## src/rtl/simu_ram_pkg.sv

```systemverilog
// Shared definitions for the simulation-RAM writer/reader pair: widths,
// the reader FSM state type, a shared address type and small helpers.
package simu_ram_pkg;

  localparam int SIMU_ADDR_W = 15;
  localparam int SIMU_DATA_W = 16;
  localparam int SIMU_WC_W   = 16;

  // One address type so the writer's final address and the reader's end
  // address are declared identically.
  typedef logic [SIMU_ADDR_W-1:0] simu_addr_t;

  typedef enum logic [2:0] {
    RD_IDLE = 3'd0,
    RD_REQ  = 3'd1,
    RD_WAIT = 3'd2,
    RD_HOLD = 3'd3,
    RD_FIN  = 3'd4
  } simu_rd_state_e;

  // Word counter increment that sticks at all-ones instead of wrapping.
  function automatic logic [SIMU_WC_W-1:0] sat_inc16(input logic [SIMU_WC_W-1:0] v);
    logic [SIMU_WC_W-1:0] r;
    if (v == 16'hFFFF) begin
      r = v;
    end else begin
      r = v + 16'd1;
    end
    return r;
  endfunction

endpackage

```

## src/rtl/simu_ram_rd_lat_pipe.sv

```systemverilog
// RD_LAT-deep shift of the RAM read strobe. The last stage is high in the
// cycle the RAM returns data for the strobe issued RD_LAT cycles earlier.
// A flush drops anything in flight so an aborted read cannot resurface.
module simu_ram_rd_lat_pipe #(
  parameter int RD_LAT = 2
) (
  input  logic clk,
  input  logic reset,
  input  logic flush,
  input  logic req,
  output logic data_vld
);

  logic [RD_LAT-1:0] shift_r;

  generate
    if (RD_LAT == 1) begin : g_one
      // Single-stage delay of the request strobe.
      always_ff @(posedge clk or negedge reset) begin
        if (!reset) begin
          shift_r <= 1'b0;
        end else if (flush) begin
          shift_r <= 1'b0;
        end else begin
          shift_r <= req;
        end
      end
    end else begin : g_multi
      // Multi-stage delay line of the request strobe.
      always_ff @(posedge clk or negedge reset) begin
        if (!reset) begin
          shift_r <= {RD_LAT{1'b0}};
        end else if (flush) begin
          shift_r <= {RD_LAT{1'b0}};
        end else begin
          shift_r <= {shift_r[RD_LAT-2:0], req};
        end
      end
    end
  endgenerate

  assign data_vld = shift_r[RD_LAT-1];

endmodule

```

## src/rtl/simu_ram_reader.sv

```systemverilog
// Read side of the simulation RAM: on start, walks addresses 1..end_addr,
// one outstanding read at a time, and presents each word on a valid/ready
// stream. Abort ends the run early; done pulses once per run.
module simu_ram_reader
  import simu_ram_pkg::*;
#(
  parameter int ADDR_W = SIMU_ADDR_W,
  parameter int DATA_W = SIMU_DATA_W,
  parameter int RD_LAT = 2
) (
  input  logic              clk,
  input  logic              reset,
  input  logic              start,
  input  logic              abort,
  input  logic [ADDR_W-1:0] end_addr,
  output logic              ram_rd_req,
  output logic [ADDR_W-1:0] ram_rd_addr,
  input  logic [DATA_W-1:0] ram_rd_data,
  output logic [DATA_W-1:0] out_data,
  output logic [ADDR_W-1:0] out_addr,
  output logic              out_valid,
  input  logic              out_ready,
  output logic              busy,
  output logic              done,
  output logic [15:0]       word_count
);

  simu_rd_state_e    state_r, state_nx_s;
  logic              ram_rd_req_r, req_nx_s;
  logic [ADDR_W-1:0] ram_rd_addr_r, addr_nx_s;
  logic [DATA_W-1:0] out_data_r, data_nx_s;
  logic [ADDR_W-1:0] out_addr_r, oaddr_nx_s;
  logic              out_valid_r, valid_nx_s;
  logic              busy_r, busy_nx_s;
  logic              done_r, done_nx_s;
  logic [15:0]       word_count_r, wc_nx_s;
  logic [ADDR_W-1:0] end_q_r, end_nx_s;
  logic              flush_s;
  logic              lat_vld_s;

  // Data-valid strobe: the registered request delayed by the RAM latency.
  simu_ram_rd_lat_pipe #(
    .RD_LAT (RD_LAT)
  ) u_lat_pipe (
    .clk      (clk),
    .reset    (reset),
    .flush    (flush_s),
    .req      (ram_rd_req_r),
    .data_vld (lat_vld_s)
  );

  // Next-state and next-output decode; every output register is loaded
  // from here so the ports stay registered. Entering REQ raises the read
  // strobe for that one cycle, entering FIN raises done for that one cycle.
  always_comb begin
    state_nx_s = state_r;
    req_nx_s   = 1'b0;
    addr_nx_s  = ram_rd_addr_r;
    data_nx_s  = out_data_r;
    oaddr_nx_s = out_addr_r;
    valid_nx_s = out_valid_r;
    busy_nx_s  = busy_r;
    done_nx_s  = 1'b0;
    wc_nx_s    = word_count_r;
    end_nx_s   = end_q_r;
    flush_s    = 1'b0;
    case (state_r)
      RD_IDLE: begin
        // abort is meaningless here; start always takes precedence.
        if (start) begin
          end_nx_s  = end_addr;
          wc_nx_s   = 16'd0;
          busy_nx_s = 1'b1;
          if (end_addr == {ADDR_W{1'b0}}) begin
            state_nx_s = RD_FIN;
            done_nx_s  = 1'b1;
          end else begin
            addr_nx_s  = ADDR_W'(1);
            state_nx_s = RD_REQ;
            req_nx_s   = 1'b1;
          end
        end else begin
          state_nx_s = RD_IDLE;
        end
      end
      RD_REQ: begin
        if (abort) begin
          state_nx_s = RD_FIN;
          done_nx_s  = 1'b1;
          flush_s    = 1'b1;
        end else begin
          state_nx_s = RD_WAIT;
        end
      end
      RD_WAIT: begin
        if (abort) begin
          state_nx_s = RD_FIN;
          done_nx_s  = 1'b1;
          flush_s    = 1'b1;
        end else if (lat_vld_s) begin
          data_nx_s  = ram_rd_data;
          oaddr_nx_s = ram_rd_addr_r;
          valid_nx_s = 1'b1;
          state_nx_s = RD_HOLD;
        end else begin
          state_nx_s = RD_WAIT;
        end
      end
      RD_HOLD: begin
        // An abort in the accept cycle wins: the word is dropped uncounted.
        if (abort) begin
          valid_nx_s = 1'b0;
          state_nx_s = RD_FIN;
          done_nx_s  = 1'b1;
          flush_s    = 1'b1;
        end else if (out_ready) begin
          valid_nx_s = 1'b0;
          wc_nx_s    = sat_inc16(word_count_r);
          // Equality stop: the address never steps past end_q, so no wrap.
          if (ram_rd_addr_r == end_q_r) begin
            state_nx_s = RD_FIN;
            done_nx_s  = 1'b1;
          end else begin
            addr_nx_s  = ram_rd_addr_r + ADDR_W'(1);
            state_nx_s = RD_REQ;
            req_nx_s   = 1'b1;
          end
        end else begin
          state_nx_s = RD_HOLD;
        end
      end
      RD_FIN: begin
        busy_nx_s  = 1'b0;
        state_nx_s = RD_IDLE;
      end
      default: begin
        valid_nx_s = 1'b0;
        busy_nx_s  = 1'b0;
        flush_s    = 1'b1;
        state_nx_s = RD_IDLE;
      end
    endcase
  end

  // State and output registers; async reset clears the whole run.
  always_ff @(posedge clk or negedge reset) begin
    if (!reset) begin
      state_r       <= RD_IDLE;
      ram_rd_req_r  <= 1'b0;
      ram_rd_addr_r <= {ADDR_W{1'b0}};
      out_data_r    <= {DATA_W{1'b0}};
      out_addr_r    <= {ADDR_W{1'b0}};
      out_valid_r   <= 1'b0;
      busy_r        <= 1'b0;
      done_r        <= 1'b0;
      word_count_r  <= 16'd0;
      end_q_r       <= {ADDR_W{1'b0}};
    end else begin
      state_r       <= state_nx_s;
      ram_rd_req_r  <= req_nx_s;
      ram_rd_addr_r <= addr_nx_s;
      out_data_r    <= data_nx_s;
      out_addr_r    <= oaddr_nx_s;
      out_valid_r   <= valid_nx_s;
      busy_r        <= busy_nx_s;
      done_r        <= done_nx_s;
      word_count_r  <= wc_nx_s;
      end_q_r       <= end_nx_s;
    end
  end

  assign ram_rd_req  = ram_rd_req_r;
  assign ram_rd_addr = ram_rd_addr_r;
  assign out_data    = out_data_r;
  assign out_addr    = out_addr_r;
  assign out_valid   = out_valid_r;
  assign busy        = busy_r;
  assign done        = done_r;
  assign word_count  = word_count_r;

endmodule

```

## config.mk

```make
export PLATFORM = sky130hd
export DESIGN_NAME = simu_ram_reader
export DESIGN_NICKNAME = d
export VERILOG_FILES = /design/src/rtl/simu_ram_pkg.sv /design/src/rtl/simu_ram_rd_lat_pipe.sv /design/src/rtl/simu_ram_reader.sv
export SDC_FILE = /design/constraint.sdc
export NUM_CORES = 1
export LEC_CHECK = 0
export ABC_AREA = 1
export CORE_MARGIN = 2
export CORE_UTILIZATION = 43
export CTS_CLUSTER_SIZE = 28
export DETAILED_ROUTE_END_ITERATION = 7
export GPL_TIMING_DRIVEN = 0
export HOLD_SLACK_MARGIN = 0.05
export PLACE_DENSITY_LB_ADDON = 0.08
export SYNTH_ARGS = -nofsm -noshare
export SYNTH_HDL_FRONTEND = slang
export SYNTH_SLANG_ARGS = --single-unit
export TNS_END_PERCENT = 30
```

## constraint.sdc

```tcl
create_clock -name clk -period 2 [get_ports clk]
set_input_delay 0.2 -clock clk [delete_from_list [all_inputs] [get_ports clk]]
set_output_delay 0.2 -clock clk [all_outputs]
set_load 0.005 [all_outputs]
```

==> results of run 1 <==
## path summary, 6_finish.rpt
kind	slack, ps	to	cells past startpoint	from
worst min register to register	480	u_lat_pipe.shift_r[1]	2	u_lat_pipe.shift_r[0]
worst max-delay path	170	word_count[14]	9	word_count[0]
max in group asynchronous	1020	busy	3	reset
min in group clk	430	end_q_r[12]	3	end_addr[12]
worst max register to register	170	word_count[14]	9	word_count[0]
worst min-delay path	360	out_data[4]	2	reset
## registers in the layout, summed over array words and instances, names as in the netlist
register            count
word_count             16
out_valid               1
busy                    1
ram_rd_addr            15
out_data               16
ram_rd_req              1
done                    1
state_r                 3
u_lat_pipe.shift_r      2
out_addr               15
end_q_r                15
## what timing repair did
item                       in CTS  in global routing
gates resized for setup         0                  2
buffers inserted                0                  0
hold buffers                    1                  0
setup endpoints to repair       0                 16
hold endpoints to repair       37                  0
## layer usage
metal	GRT usage, %	part of all wire (%)	up-vias
met5	0	0	-
met4	7.42	1.5	0
met3	3.86	5.5	14
met2	32.8	46	124
met1	28.7	47	1914
li1	-	-	2008
## power by group
part / switching, mW / total (mW) / leakage, nW / internal, mW
combinational: 0.945 / 1.88 / 1.48 / 0.938
sequential: 0.267 / 2.41 / 1.15 / 2.14
clock: 0.636 / 1.22 / 0.0899 / 0.581
## layout by cell type, fill, tap and decap left out, drive strengths merged
cell             n
a21boi           1
buf             15
bufinv           1
clkbuf          16
clkdlybuf4s50  100
clkinv           1
clkinvlp         2
dfrtp           86
dlygate4sd3      1
ha               2
inv             75
mux2            16
nand2          168
nand3           53
nand3b           1
nand4           18
nor2            44
nor3             6
o211ai           3
o21a             1
o21ai           49
or2              1
xnor2            2
xor2            13
## cell type report
type,instances,area share [%]
multi-input cells,378,32.8
flip-flops and latches,86,36.5
plain buffers,18,2.14
clock buffers,11,2.23
repair buffers,103,17.7
clock inverters,5,0.997
well taps,136,2.88
inverters,74,4.71
## cells by family after synthesis
kind of cell             after synthesis  synth area share [%]
AO/OA/AOI/OAI                         54                  6.88
XOR/XNOR                              15                  2.93
adder cells (fa/ha/maj)                2                 0.557
buffers and inverters                 92                  9.00
flip-flops                            86                  47.9
multiplexers                          16                  4.01
AND/OR/NAND/NOR                      291                  28.7
==> results.md, run 1 <==
Worst setup path:
- For the worst setup path, the data required time is 2280 ps.
- In this design, the stage delay of the slowest critical-path cell is 430 ps.
- For this design, the slowest cell found on the critical path is dfrtp_2.
- Traced cell by cell, the critical path runs through ha_2, nand3_2, nor2_2, nand3b_1, o21ai_2, buf_6, buf_12, nand2_2, o21ai_2.
- The kind of capture point of the worst setup path is a flop.
- The category of the most critical setup path is flop to flop.
- The kind of cell adding the most delay to the critical path is simple AND/OR/NAND/NOR gates.
- Along the worst path, the maximum fanout reaches 10.
- The number of buffers and inverters on the critical path is 2.
- The most used cell along the critical path is o21ai_2.
- The category of the worst setup path launch point is a flop.
- STA puts the critical path data arrival time at 2110 ps.

Hold path:
- The path class of the tightest hold or removal check is primary input to asynchronous set/reset pin.

CTS:
- The root buffer cell is clkbuf_8.
- After clock tree synthesis, the clock-pin slew on the worst setup and hold paths is 90 ps.
- At the later pin of the worst-skew pair, clock insertion delay measures 350 ps.
- For this design, the sink count on the clock tree is 86.
- The H-tree was split into 3 levels.
- The clock passes through at most 2 buffers.
- The total clock buffers created by CTS is 9.
- TritonCTS built the clock tree.

GRT:
- The number of antenna violations at the first check in global routing is 0.
- The number of global-route vias before repair was 3856.
- The first global-routing pass estimated 18.7 mm of wire.
- The total overflow reported by the global router is 0.
- Entering global routing, the biggest net connects 50 pins.
- Across every metal layer, demand over resource in global routing totals 20.8%.

Floorplan:
- The height of the die is 106 µm.
- Once the floorplan was initialized, standard cells occupied 43.9% of the core.
- In this run the core area contains 37 standard-cell rows.
- The overall die width is 106 µm.
- The area of the die is 0.0113 mm².
- The number of top-level design ports is 102.
- The core box area is 0.0102 mm².

Power and ir drop:
- In this run the power density over the cells is 934 mW/mm².
- Summed over all cells, the static leakage comes to 2.71 nW.
- Summing internal, switching and leakage power gives 5.51 mW.
- The largest voltage drop on the vdd net is 0.534 mV.

Routing:
- The number of search-and-repair iterations in the first detailed-routing pass is 5.
- After detailed routing, the average wire length per cell comes to 13.9 µm.
- The DRC violation count after routing is 0.
- The total vias in the final route is 4060.
- The per-cell via count in the routed design is 5.01.
- Once detail routing completed, the nets flagged for antenna violations numbered 0.
- The first routing iteration left 181 violations.
- The total detailed-routing wirelength is 11.3 mm.

Layout:
- The total number of nets in the final design is 708.
- The number of antenna cells inserted is 0.
- The finished layout cell area is 0.00590 mm².
- The register cell area after layout is 0.00215 mm².
- Once layout is complete, the cells apart from fillers number 811.
- The fill cell instance count of the final layout is 971.
- Of the cells placed in the final design, the portion with a size suffix greater than 1 is 12.0%.
- The area used by multi-input combinational logic is 0.00194 mm².
- Relative to the synthesized area, the layout overhead comes to 31.4%.
- The utilization after layout is 57.7%.

Logic synthesis:
- In the post-synthesis netlist, the biggest area contributors are dfrtp_1, nand2_1, nand3_1, inv_1, o21ai_0.
- The synthesized instance count is 556.
- The top cell type's share of synthesized area is 47.9%.
- The warning count from the yosys run is 0.
- The post-synthesis cell type with the largest combined area is dfrtp_1.
- The number of different library cells used by synthesis comes to 32.
- The synthesis-stage register bit count is 86.
- The share of flip-flops with an asynchronous set or reset is 100%.
- The commonest cells after synthesis are nand2_1, dfrtp_1, inv_1, nand3_1, nor2_1.
- The most common cell in the synthesized netlist is nand2_1.
- The number of synthesized flops with an enable pin is 0.
- The most used flip-flop cell after synthesis is dfrtp_1.
- Sequential cells were found to cover 47.9% of the synthesized design area.
- When the netlist entered floorplanning its net count stood at 594.
- After synthesis the cells add up to 0.00449 mm².
- The average footprint of a synthesized cell is 8.08 µm².

Placement:
- The number of cells after detailed placement is 794.
- Routability-driven placement finished with a final weighted congestion of 0.884.
- The number of I/O port buffers is 101.
- The placed instances occupy a cell area of 0.00570 mm².
- Detailed placement ended at an HPWL of 8.44 mm.
- OpenSTA, run right after detailed placement, puts the worst setup slack at -146 ps.

STA:
- The final setup TNS is 0 ps.
- Measured against its own limit, the worst slew margin works out to 59.1%.
- The final hold violation count came to 0.
- The post-route clock period utilization is 91.4%.
- After layout, the minimum clock period comes to 1830 ps.
- Setup violations remaining at the end of the flow were counted as 0.
- The final number of max-transition violations is 0.
- The clock arrives with 9.54 ps of skew.
- After layout, the worst setup slack is 172 ps.
- For the pin with the worst max-slew slack, the measured transition is 614 ps.
- The peak clock frequency supported by timing is 547 MHz.
- Setup repair after global routing left no endpoint under its margin.
- The tightest hold path in the finished design has a slack of 361 ps.

Status:
- The flow ran to the end, and the final reports show no timing, DRC or antenna violations.

Flow run:
- Max-cap violations in this run came to 0.
Power figures use the tool's default switching activity.
==> run 2: changes to the inputs <==
--- a/config.mk
+++ b/config.mk
@@ -6,9 +6,10 @@
 export NUM_CORES = 1
 export LEC_CHECK = 0
 export ABC_AREA = 1
+export ABC_CLOCK_PERIOD_IN_PS = 2000
 export CORE_MARGIN = 2
 export CORE_UTILIZATION = 43
-export CTS_CLUSTER_SIZE = 28
+export CTS_CLUSTER_SIZE = 30
 export DETAILED_ROUTE_END_ITERATION = 7
 export GPL_TIMING_DRIVEN = 0
 export HOLD_SLACK_MARGIN = 0.05
==> results of run 2 <==
Final layout, timing and power as in run 1 (identical DEF).
==> run 3: changes to the inputs <==
--- a/config.mk
+++ b/config.mk
@@ -6,7 +6,7 @@
 export NUM_CORES = 1
 export LEC_CHECK = 0
 export ABC_AREA = 1
-export ABC_CLOCK_PERIOD_IN_PS = 2000
+export ABC_CLOCK_PERIOD_IN_PS = 1900
 export CORE_MARGIN = 2
 export CORE_UTILIZATION = 43
 export CTS_CLUSTER_SIZE = 30
==> constraint.sdc (replaced) <==
create_clock -name clk -period 1.9 [get_ports clk]
set_input_delay 0.19 -clock clk [delete_from_list [all_inputs] [get_ports clk]]
set_output_delay 0.19 -clock clk [all_outputs]
set_load 0.005 [all_outputs]
==> results.md, run 3 (synthesis results as in run 1) <==
Status:
- Result of the run: finished, final reports clean (unchanged).

CTS:
- The total clock buffers created by CTS is 9 (unchanged).
- The root buffer cell was clkbuf_8 (unchanged).
- The H-tree depth came to 3 (unchanged).
- The CTS tree is built (unchanged).
- The number of buffers on the longest clock path is 2 (unchanged).
- The clock-pin slew on the worst setup and hold paths was 90 ps (about the same).
- The clock latency of the later-clocked register in the worst-skew pair is 350 ps (about the same).
- The sink count of the clock tree was 86 (unchanged).

Worst setup path:
- The kind of cell adding the most delay to the critical path is simple AND/OR/NAND/NOR gates (unchanged).
- The category of the most critical setup path was flop to flop (unchanged).
- The setup slack on the worst flop-to-flop path is 130 ps (was 170 ps).
- The worst-case reg-to-reg path depth is 8 (was 9).
- The number of buffers and inverters on the critical path is 0 (was 2).
- The start of the worst register-to-register path was ram_rd_addr[1] (was word_count[0]).
- The category of the worst setup path launch point was a flop (unchanged).
- The required time at the endpoint of the critical path was 2190 ps (was 2280 ps).
- The kind of capture point of the worst setup path is a flop (unchanged).
- The endpoint of the most critical register-to-register path is ram_rd_addr[10] (was word_count[14]).
- The endpoint arrival time on the critical path came to 2060 ps (was 2110 ps).
- The largest driver fanout on the critical path is 6 (was 10).
- The worst stage delay on the critical path was 440 ps (was 430 ps).
- Crit-path cells: ha_1, nand2_1, nor2_1, nand3_1, nor2_1, xor2_1, nand3_1, nand2_1 (was ha_2, nand3_2, nor2_2, nand3b_1, o21ai_2, buf_6, buf_12, nand2_2, o21ai_2).
- The critical-path cell with the highest stage delay is dfrtp_1 (was dfrtp_2).

STA:
- The final number of max-transition violations came to 0 (unchanged).
- The peak clock frequency supported by timing is 565 MHz (was 547 MHz).
- The setup violation total in the final timing report is 0 (unchanged).
- The post-route clock period utilization is 93.2% (was 91.4%).
- Setup repair after global routing missed its margin: false (unchanged).
- The actual slew at the worst max-slew pin is 567 ps (was 614 ps).
- The final setup TNS is 0 ps (unchanged).
- The setup skew after layout came to 8.38 ps (was 9.54 ps).
- The post-route minimum period is 1770 ps (was 1830 ps).
- The final hold violation count was 0 (unchanged).
- The post-layout worst setup margin is 130 ps (was 172 ps).
- The remaining max-slew budget at the tightest pin is 62.2% (was 59.1%).

Floorplan:
- The initial cell density of the core is 43.9% (unchanged).
- The area of the die is 0.0113 mm² (unchanged).
- The number of placement rows came to 37 (unchanged).
- The height of the die is 106 µm (unchanged).
- The core box area is 0.0102 mm² (unchanged).
- The number of top-level design ports came to 102 (unchanged).
- The overall die width is 106 µm (unchanged).

Hold path:
- The type of the worst min-delay path is primary input to asynchronous set/reset pin (unchanged).

Routing:
- The total vias in the final route is 4029 (was 4060).
- The DRC violation count after routing came to 0 (unchanged).
- The total detailed-routing wirelength is 11.3 mm (about the same).
- The wire length per cell after detailed routing is 13.9 µm (about the same).
- The remaining antenna violation count came to 0 (unchanged).
- The per-cell via count in the routed design is 4.96 (was 5.01).
- The violation count after the first detailed-routing iteration is 168 (was 181).
- The number of search-and-repair iterations in the first detailed-routing pass is 4 (was 5).

Layout:
- The total number of nets in the final design is 710 (was 708).
- The number of antenna cells inserted is 0 (unchanged).
- The register cell area after layout is 0.00216 mm² (was 0.00215 mm²).
- The post-synthesis to final-layout area growth was 32.1% (was 31.4%).
- Commonest cells after routing, fill and taps aside: nand2_1, clkdlybuf4s50_1, dfrtp_1, inv_1, nand3_1 (unchanged).
- The fraction of final layout cells with drive strength greater than 1 was 13.0% (was 12.0%).
- The filler-free cell count of the finished design is 813 (was 811).
- The fill cell instance count of the final layout is 967 (was 971).
- The most common library cell in the layout ignoring fill and taps is nand2_1 (unchanged).
- The finished layout cell area is 0.00593 mm² (was 0.00590 mm²).
- The area used by multi-input combinational logic is 0.00195 mm² (was 0.00194 mm²).

GRT:
- The number of antenna violations at the first check in global routing is 0 (unchanged).
- The total overflow reported by the global router is 0 (unchanged).
- The global router's overall resource usage came to 20.8% (unchanged).
- The maximum number of pins on one net before global-route repair is 50 (unchanged).
- The number of global-route vias before repair is 3850 (was 3856).
- The wire length of the first global-routing pass was 18.7 mm (unchanged).

Power and ir drop:
- The power per standard cell area is 981 mW/mm² (was 934 mW/mm²).
- The leakage power summed over all cells is 2.73 nW (was 2.71 nW).
- The switching component of the power is 1.95 mW (was 1.85 mW).
- The switching power as a share of total power is 33.6% (about the same).
- The largest voltage drop on the vdd net is 0.559 mV (was 0.534 mV).
- The part of the total power dissipated in the clock network was 22.1% (about the same).
- The total internal power is 3.86 mW (was 3.66 mW).
- The relative contribution of sequential cells to total power is 43.4% (was 43.7%).
- The relative contribution of combinational cells to total power came to 34.5% (was 34.2%).

Placement:
- The number of I/O port buffers came to 101 (unchanged).
- The cell area after placement is 0.00570 mm² (unchanged).
- The post-DP HPWL is 8.44 mm (unchanged).
- The number of cells after detailed placement is 794 (unchanged).
- The post-placement worst setup slack is -236 ps (was -146 ps).
- The weighted congestion reported at the end of routability-driven placement is 0.884 (unchanged).

Flow run:
- The max-cap violation count is 0 (unchanged).
[run 3: cell count changes in the layout (fill, tap and decap cells not counted), sizes merged]
cell | before | now
buf | 15 | 17
[run 3: timing repair]
item,CTS,global route
endpoints found under the setup margin,11,36
endpoints found under the hold margin,37,0
hold buffers,1,0
cloned,0,0
setup buffers,0,2
resized for setup,2,8
[run 3: worst max-delay path by stage]
stage | from | endpoint | cells past startpoint
6_report | ram_rd_addr[1] | ram_rd_addr[10] | 8
5_1_grt | ram_rd_addr[10] | ram_rd_addr[13] | 12
4_1_cts | state_r[2] | out_addr[14] | 7
3_5_place_dp | abort | out_addr[14] | 6
3_3_place_gp | reset | out_data[11] | 1
2_1_floorplan | word_count[0] | word_count[6] | 9
[run 3: metrics by stage]
step	hold slack (ps)	total power [mW]	util [%]
2_1_floorplan	-106	3.66	-
3_3_place_gp	455	4.51	55.4
3_5_place_dp	206	4.56	55.7
4_1_cts	362	5.87	57.7
5_1_grt	385	6.23	58.0
6_report	348	5.82	58.0
[run 3: power by group through the flow]
stage	registers, mW	logic (mW)	clock network (mW)
floorplan	2.54	1.12	0
global placement	2.55	1.96	0
detailed placement	2.57	1.99	0
CTS	2.53	2.01	1.33
global route	2.59	2.23	1.41
finish	2.53	2.01	1.28
[run 3: area by class of cell]
cell class,instances,share of cell area (%)
repair buffers,105,17.9
clock inverters,5,0.991
plain buffers,18,2.15
multi-input cells,378,32.9
inverters,74,4.68
flip-flops and latches,86,36.4
clock buffers,11,2.21
well taps,136,2.87
[run 3: per-layer routing]
| layer | routed length (µm) | track usage, % | vias to the layer above |
|---|---|---|---|
| met2 | 5210 | 32.7 | 99 |
| li1 | - | - | 2012 |
| met3 | 521 | 3.86 | 14 |
| met4 | 173 | 7.42 | 0 |
| met1 | 5390 | 28.7 | 1904 |
| met5 | 0 | 0 | - |
